===== src/rtl/mem_arbiter_pkg.sv =====
// mem_arbiter_pkg: shared word types, arbiter state and owner encodings.
package mem_arbiter_pkg;
  typedef logic [31:0] u32;
  typedef logic [7:0] u8;
  typedef enum logic [1:0] {IDLE, BUSY, RESP} mem_arb_state_t;
  typedef enum logic {OWN_I, OWN_D} mem_owner_t;
  localparam u32 ABORT_DATA = 32'hDEAD_BEEF;
endpackage


===== src/rtl/mem_arbiter.sv =====
// mem_arbiter: shares one memory port between instr fetch and data, data first with a starvation guard.
module mem_arbiter
  import mem_arbiter_pkg::*;
#(
  parameter int MAX_D_STREAK = 4,
  parameter int TIMEOUT = 255
) (
  input  logic clk,
  input  logic reset,
  input  logic i_req,
  input  u32   i_addr,
  output logic i_ack,
  output u32   i_rdata,
  input  logic d_req,
  input  logic d_we,
  input  u32   d_addr,
  input  u32   d_wdata,
  output logic d_ack,
  output u32   d_rdata,
  output logic m_req,
  output logic m_we,
  output u32   m_addr,
  output u32   m_wdata,
  input  u32   m_rdata,
  input  logic m_ack,
  output logic err
);
  mem_arb_state_t state;
  mem_owner_t owner;
  u8 streak, timer;
  logic pick_i, done;
  u32 resp_data;
  always_comb begin
    pick_i = i_req && (!d_req || streak == u8'(MAX_D_STREAK));
    done = m_ack || timer == u8'(TIMEOUT);
    resp_data = m_ack ? m_rdata : ABORT_DATA;
  end
  always_ff @(posedge clk) begin
    if (reset) begin
      state <= IDLE;
      owner <= OWN_I;
      streak <= '0;
      timer <= '0;
      m_req <= 1'b0;
      m_we <= 1'b0;
      m_addr <= '0;
      m_wdata <= '0;
      i_ack <= 1'b0;
      d_ack <= 1'b0;
      i_rdata <= '0;
      d_rdata <= '0;
      err <= 1'b0;
    end else begin
      i_ack <= 1'b0;
      d_ack <= 1'b0;
      unique case (state)
        IDLE: if (i_req || d_req) begin
          state <= BUSY;
          owner <= pick_i ? OWN_I : OWN_D;
          m_req <= 1'b1;
          m_we <= !pick_i && d_we;
          m_addr <= pick_i ? i_addr : d_addr;
          m_wdata <= pick_i ? '0 : d_wdata;
          timer <= '0;
          // a data grant only extends the streak while the fetch is actually waiting
          streak <= (!pick_i && i_req) ? streak + u8'(streak != u8'(MAX_D_STREAK)) : '0;
        end
        BUSY: begin
          timer <= timer + 8'd1;
          if (done) begin
            state <= RESP;
            m_req <= 1'b0;
            err <= err | !m_ack;
            if (owner == OWN_I) begin
              i_ack <= 1'b1;
              i_rdata <= resp_data;
            end else begin
              d_ack <= 1'b1;
              d_rdata <= resp_data;
            end
          end
        end
        RESP: state <= IDLE;
        default: state <= IDLE;
      endcase
    end
  end
endmodule


===== config.mk =====
export PLATFORM = sky130hd
export DESIGN_NAME = mem_arbiter
export DESIGN_NICKNAME = d
export VERILOG_FILES = /design/src/rtl/mem_arbiter_pkg.sv /design/src/rtl/mem_arbiter.sv
export SDC_FILE = /design/constraint.sdc
export NUM_CORES = 1
export LEC_CHECK = 0
export BUFFER_PORTS_ARGS = -buffer_cell sky130_fd_sc_hd__buf_2
export CORE_MARGIN = 10
export CORE_UTILIZATION = 47
export CTS_BUF_LIST = sky130_fd_sc_hd__clkbuf_4 sky130_fd_sc_hd__clkbuf_8 sky130_fd_sc_hd__clkbuf_16
export DETAILED_ROUTE_END_ITERATION = 10
export PLACE_DENSITY = 0.83
export SKIP_CTS_REPAIR_TIMING = 1
export SYNTH_ARGS = -nofsm -noshare
export SYNTH_HDL_FRONTEND = slang
export SYNTH_SLANG_ARGS = --single-unit

===== constraint.sdc =====
create_clock -name clk -period 2.01 [get_ports clk]
set_input_delay 0.201 -clock clk [delete_from_list [all_inputs] [get_ports clk]]
set_output_delay 0.201 -clock clk [all_outputs]
set_load 0.1 [all_outputs]

After elaboration in Yosys (flattened, before gate mapping)
Cells that the tools add are included.
{"block": "op_classes", "addsub": 2, "eq_ne": 6, "mux": 15, "bitwise": 4, "reduce_logical": 19}
{"op": "two-way mux 32 bit", "count": 3}
{"op": "two-way mux 8 bit", "count": 2}
{"op": "one-hot mux 8 bit (2 select lines)", "count": 1}
{"op": "AND reduction 3 bit", "count": 3}
{"op": "adder 8 x 1 -> 8 bit", "count": 1}
{"op": "adder 8 x 1 -> 8 bit, second input constant", "count": 1}
{"op": "equality test 8 x 3 -> 1 bit, second input constant", "count": 1}
{"op": "equality test 8 bit, second input constant", "count": 1}
{"op": "inequality test 8 x 3 -> 1 bit, second input constant", "count": 1}
{"op": "AND reduction 2 bit", "count": 4}
{"op": "two-way mux 1 bit", "count": 5}
{"op": "two-way mux 2 bit", "count": 2}
{"op": "inequality test 2 bit, second input constant", "count": 2}
{"op": "one-hot mux 2 bit (2 select lines)", "count": 1}
{"op": "logical AND 1 bit", "count": 3}
{"op": "zero test 1 bit", "count": 3}
{"op": "logical OR 1 bit", "count": 3}
{"op": "inverter 1 bit", "count": 3}
{"op": "OR reduction 3 bit", "count": 1}
{"op": "equality test 2 x 1 -> 1 bit, second input constant", "count": 1}
{"op": "zero test 2 bit", "count": 1}
{"op": "one-hot mux 1 bit (2 select lines)", "count": 1}
{"op": "nonzero test 2 bit", "count": 1}
{"op": "bitwise OR 1 bit", "count": 1}
{"block": "word_totals", "ff_bits": 152, "in_bits": 134, "out_inout_bits": 133, "wordCells": 59}

Longest topological paths before layout
Gate-level depths: netlist (run 1).
{"block": "depth", "ltp_word": 6, "mapped_depth": 9, "depth_no_buf": 9}

Worst setup path after synthesis (run 1)
No wires, ideal clock.
{"block": "synth_path", "path_kind": "reg2reg", "from": "register timer[0]", "to": "register d_rdata[4]", "setup_ps": 71, "t_arrival_ps": 1671, "required_ps": 1939, "setup_slack_ps": 268, "path_stages_with_launch": 8, "path_buffers": 2, "synth_period_minus_slack_ps": 1742, "cell_sequence": "dfxtp_1 > ha_1 > and3_1 > a21oi_2 > clkbuf_1 > clkbuf_1 > o21ai_0 > a21oi_1"}
{"block": "synth_between", "elab_chain_cells": 3}
{"element": "from (decl)", "line": "mem_arbiter.sv:30", "text": "u8 streak, timer;"}
{"element": "from (signal assigned)", "line": "mem_arbiter.sv:69", "text": "timer <= timer + 8'd1;"}
{"element": "equality test 8 bit", "line": "mem_arbiter.sv:35", "text": "done = m_ack || timer == u8'(TIMEOUT);"}
{"element": "logical OR 1 bit", "line": "mem_arbiter.sv:35"}
{"element": "AND reduction 3 bit (no line)"}
{"element": "to (signal assigned)", "line": "mem_arbiter.sv:79", "text": "d_rdata <= resp_data;"}
{"element": "to (decl)", "line": "mem_arbiter.sv:19", "text": "output u32 d_rdata,"}
Every way passes these cells.
A chain may end at the register's enable or synchronous reset.

Worst setup path in the final report (run 1)
{"block": "layout_path", "from": "register timer[0]", "to": "register d_rdata[30]"}
Same word-level chain as after synthesis.

==> results of run 1 <==
## kinds of logic after synthesis
| group | count (synthesis) | synth area share |
|---|---|---|
| and+or+nand+nor | 310 | 0.2401 |
| AOI/OAI and AO/OA | 201 | 0.1948 |
| DFF | 152 | 0.4987 |
| buffers and inverters | 65 | 0.04819 |
| xor gates and xnor gates | 7 | 0.01005 |
| adders and majority gates | 4 | 0.008202 |
## worst max-delay path, delay by kind of cell (launching register included)
family                   cells  cell delay, ns
flip-flops                   1            0.37
AND/OR/NAND/NOR              2            0.90
adder cells (fa/ha/maj)      1            0.18
AO/OA/AOI/OAI                2            0.29
## per-stage QoR
| step | total power, W | area [sq um] |
|---|---|---|
| after floorplan | 0.005280 | 6102 |
| after global placement | 0.005768 | 7580 |
| after detailed placement | 0.005791 | 7580 |
| after CTS | 0.008818 | 8149 |
| after global routing | 0.009092 | 8163 |
| final | 0.008759 | 8163 |
## where the power goes
part / switching, W / internal [W]
Clock: 0.00126 / 0.00178
Combinational: 0.00194 / 0.000462
Sequential: 0.000104 / 0.00322
## worst paths after layout
kind	endpoint	slack [ns]
setup reg to reg	d_rdata[30]$_SDFFE_PP0P_	0.19
hold / removal	m_addr[27]$_SDFFE_PP0P_	0.02
hold reg to reg	m_wdata[16]$_SDFFE_PP0P_	0.45
setup / recovery	d_rdata[30]$_SDFFE_PP0P_	0.19
## registers in the layout, summed over array words and instances (netlist names)
| name | flops |
|---|---|
| m_req | 1 |
| i_rdata | 32 |
| d_rdata | 32 |
| m_we | 1 |
| m_addr | 32 |
| d_ack | 1 |
| i_ack | 1 |
| owner | 1 |
| err | 1 |
| streak | 8 |
| m_wdata | 32 |
| timer | 8 |
| state | 2 |
## per-layer routing
metal | GRT usage | vias to the layer above
li1 | - | 3017
met1 | 0.2315 | 2749
met2 | 0.3444 | 237
met3 | 0.1046 | 24
met4 | 0.07013 | 2
met5 | 0 | -
## cells in the final DEF, fill, tap and decap left out, drive strengths merged, types with 2 or more instances in the layout
master	count
a211oi	33
a21oi	141
a31oi	2
buf	286
clkbuf	23
clkinv	3
clkinvlp	3
dfxtp	152
ha	4
inv	7
nand2	78
nand2b	50
nand3	54
nand3b	2
nand4	3
nor2	97
nor2b	2
nor3	5
nor4	4
o211ai	2
o21ai	18
or2	2
or3	2
or4	2
or4b	2
xnor2	5
xor2	2
## cell type report
cell class,instances,area [sq um],area share
flip-flops and latches,152,3043,0.3728
multi-input cells,522,2795,0.3424
repair buffers,286,1521,0.1864
well taps,172,215.2,0.02636
clock inverters,8,61.31,0.007511
inverters,5,18.77,0.002299
clock buffers,23,508.0,0.06223
==> impl_metrics.yaml, run 1 <==
outcome:
  status: "complete, no violations"
cells_and_area:
  syn_to_final_growth_pct: 33.77
  diodes: 0
  nets: 1122
  fin_cells: 1168
  finish.utilization: 0.6442
  fillers: 1139
  drive_above_1_share: 0.3484
worst_setup_path:
  cp-start-kind: "flip-flop"
  r2r-start: "timer[0]$_SDFFE_PP0P_"
  arrival_ns: 2.16
  cp-end-kind: "flip-flop"
  critPathMaxFanout: 25
  critical_path_class: "flip-flop to flip-flop"
  required_ns: 2.35
  cp_slowest_cell: "or4b_4"
  crit_chain: "ha_1 -> and3_1 -> a21oi_2 -> or4b_4 -> a22oi_2"
  max_stage_delay_ns: 0.70
  cp-startpoint: "timer[0]$_SDFFE_PP0P_"
  r2r_cells: 5
sta:
  drv_slew: 0
  period_share: 0.9047
  fin_skew_ns: 0.009138
  fin_crit_ns: 1.818
  worstMarginPinSlew_ns: 0.5485
  max_slew_margin: 0.6368
  fmaxAchievable_mhz: 549.9
  setup_viol: 0
  tns_ns: 0
  rsz0062_at_grt: "no"
  holdWs_ns: 0.02095
  hold_viol: 0
  worst_slack_ns: 0.1916
clock_tree:
  numClockSinks: 152
  worstSkewPairLatency_ns: 0.42
  cts_root_buf: "clkbuf_16"
  cts_tree: "yes"
  path_clk_slew_ns: 0.06
  cts_max_path_buffers: 2
  numCtsBuffers: 17
  htreeDepth: 4
placed_design:
  io_buffers: 266
  hpwlAfterDp_mm: 14.13
  gp_congestion: 0.8326
  post-place-ws_ns: 0.1642
  place_inst: 1137
routing:
  wl_met1_mm: 7.513
  drcViolationCount: 0
  avgViaCountPerCell: 5.162
  wirelength_mm: 19.38
  dr_wl_met3_mm: 2.267
  top_layer_used: "met5"
  wl_per_cell_um: 16.59
  vias: 6029
  drt_first_pass_iters: 4
  antenna_left: 0
  drt_iter0_drc: 422
  wl_met2_mm: 9.258
global_routing:
  grt_max_degree: 59
  grt_overflow: 0
  antenna_found_initial: 1
  grt_pass1_wl_mm: 30.76
  grt_pass1_vias: 5948
  groute.usage.overall: 0.2099
yosys:
  synth-seq-cells: 152
  async_flop_share: 0
  synth_top_area_frac: 0.4987
  ys_types: 42
  synth_cells: 739
  yosys_warnings: 0
  synth_nets: 877
  synth.area.top_cells: "dfxtp_1 (50%), a21oi_1 (9.9%), nor2_1 (5.9%), nand2b_1 (5.1%), nand2_1 (4.8%)"
  synth.top_cells.by_count: "dfxtp_1 (152), a21oi_1 (121), nor2_1 (96)"
  yosysSeqAreaShare: 0.4987
  yosysTopAreaCell: "dfxtp_1"
  ys.flop_type: "dfxtp_1"
  synth_edf_count: 0
  yosysMostFrequentCell: "dfxtp_1"
  avgSynthCellArea_sq_um: 8.257
  synthesis.area_sq_mm: 0.006102
die:
  die-area_sq_mm: 0.01794
  die_h_um: 133.9
  design.core.area_sq_mm: 0.01267
  num_rows: 41
  pin_count: 267
  start_util: 0.4816
  die_w_um: 133.9
worst_hold_path:
  hp-class: "primary input to flip-flop"
  min-delay-start: "d_addr[27]"
  hold_path_depth: 3
pwr:
  power_density_mw_per_mm2: 1073
  ir_drop_mv: 0.7060
  leakage_nw: 3.764
job:
  drv_cap: 0
No activity file was read; power rests on OpenSTA's default activity.
==> inputs of run 2 (changes only) <==
Settings changed: CORE_MARGIN 10 to 4, CORE_UTILIZATION 47 to 43, PLACE_DENSITY 0.83 to 0.81.
Clock period 2.01 ns to 1.66 ns, I/O delays scaled along.
==> run 2 against run 1 <==
The flow now finishes with violations (negative hold slack, negative setup slack); clock skew grew 0.0051 ns; design area increased by 16%; first-iteration DRC count rose by 15%; critical path depth rose by 4; clock-buffer cell count down 5; cell count increased by 8.6%; highest routed layer is now met4; sequential cell count did not move; largest power group unchanged.
==> impl_metrics.yaml, run 2 (synthesis results as in run 1) <==
sta:
  fmaxAchievable_mhz: 518.4
  fin_crit_ns: 1.929
  drv_slew: 0
  setup_viol: 83
  max_slew_margin: 0.4925
  tns_ns: -8.495
  fin_skew_ns: 0.01421
  hold_viol: 7
  holdWs_ns: -0.007977
  period_share: 1.162
  worstMarginPinSlew_ns: 0.7612
  worst_slack_ns: -0.2690
  rsz0062_at_grt: "yes"
cells_and_area:
  most-common-layout-cells: "buf_2 (265), dfxtp_1 (149), a21oi_1 (112)"
  layout.cells.most_common: "buf_2"
  diodes: 0
  fin_area_sq_mm: 0.009495
  drive_above_1_share: 0.4256
  syn_to_final_growth_pct: 55.61
  nets: 1213
die:
  start_util: 0.4396
  die_h_um: 127.1
  pin_count: 267
  die-area_sq_mm: 0.01616
  design.core.area_sq_mm: 0.01388
  num_rows: 43
  die_w_um: 127.1
global_routing:
  grt_max_degree: 62
  antenna_found_initial: 0
  groute.usage.overall: 0.2227
  grt_pass1_vias: 6004
  grt_pass1_wl_mm: 29.26
  grt_overflow: 0
worst_setup_path:
  critPathMaxFanout: 8
  reg2reg_slack_ns: -0.27
  r2r-start: "streak[0]$_SDFFE_PP0P_"
  cp-startpoint: "streak[0]$_SDFFE_PP0P_"
  arrival_ns: 2.22
  cp-start-kind: "flip-flop"
  cp-end-kind: "flip-flop"
  required_ns: 1.95
  critical_path_class: "flip-flop to flip-flop"
routing:
  drt_first_pass_iters: 5
  avgViaCountPerCell: 5.612
  vias: 7116
  drcViolationCount: 0
  wl_per_cell_um: 19.25
  antenna_left: 0
  drt_iter0_drc: 486
  wirelength_mm: 24.40
outcome:
  violations: "negative hold slack, negative setup slack"
  status: "finished, violations left"
clock_tree:
  cts_root_buf: "clkbuf_16"
  cts_max_path_buffers: 2
  path_clk_slew_ns: 0.07
  worstSkewPairLatency_ns: 0.43
  htreeDepth: 4
  cts_tree: "yes"
  numCtsBuffers: 17
  numClockSinks: 152
pwr:
  leakage_nw: 4.333
  power_density_mw_per_mm2: 1168
  ir_drop_mv: 0.7104
  power_w: 0.01109
worst_hold_path:
  hp-class: "primary input to flip-flop"
  min-delay-start: "d_addr[21]"
placed_design:
  post-place-ws_ns: -0.2525
  gp_congestion: 0.8548
  io_buffers: 266
  placed_cell_area_sq_mm: 0.007920
  hpwlAfterDp_mm: 13.46
job:
  drv_cap: 0
[run 2: changes by cell type in the layout (fill, tap and decap cells not counted), moves of 7 or more]
cell	delta
a21oi_2	+7
nand3_2	+19
a211oi_1	-12
a21oi_1	-8
buf_4	+27
a211oi_2	+12
nand2_1	-16
nand2_2	+12
nand3_1	-22
dlygate4sd3_1	+45
[run 2: worst paths after layout]
check,endpoint,cells after the start
max,m_addr[0]$_SDFFE_PP0P_,9
min,m_addr[21]$_SDFFE_PP0P_,3
max reg2reg,m_addr[0]$_SDFFE_PP0P_,9
min reg2reg,m_wdata[21]$_SDFFE_PP0P_,2
[run 2: cell type report]
cell class / count / area, sq um
flip-flops and latches: 152 / 3049
clock buffers: 18 / 432.9
repair buffers: 377 / 2527
multi-input cells: 522 / 3129
fillers: 998 / 4385
inverters: 5 / 18.77
well taps: 180 / 225.2
clock inverters: 14 / 112.6
[run 2: worst max-delay path, cell delays in order (launching register included)]
cell       delay (ns)
dfxtp_2          0.36
inv_2            0.04
ha_2             0.18
nor4b_4          0.15
buf_4            0.15
a21oi_4          0.20
clkbuf_16        0.20
buf_12           0.13
nand2_1          0.08
a211oi_1         0.32
[run 2: metrics by stage]
| step | instances | utilization |
|---|---|---|
| 3_5_place_dp | 1178 | 0.5706 |
| 2_1_floorplan | 739 | - |
| 6_report | 1268 | 0.6841 |
| 4_1_cts | 1210 | 0.6099 |
| 3_3_place_gp | 1178 | 0.5706 |
| 5_1_grt | 1268 | 0.6841 |
[run 2: per-layer routing]
metal	wire, um	track usage
met3	2414	0.06647
met5	0	0
met2	11410	0.3717
met4	1774	0.1104
met1	8802	0.2606
[run 2: report_power, final]
| group | leakage (nW) | switching (W) | internal (W) | total, W |
|---|---|---|---|---|
| clock | 0.277 | 0.00167 | 0.00197 | 0.00364 |
| sequential | 1.24 | 0.000147 | 0.00389 | 0.00404 |
| combinational | 2.81 | 0.00260 | 0.000812 | 0.00341 |
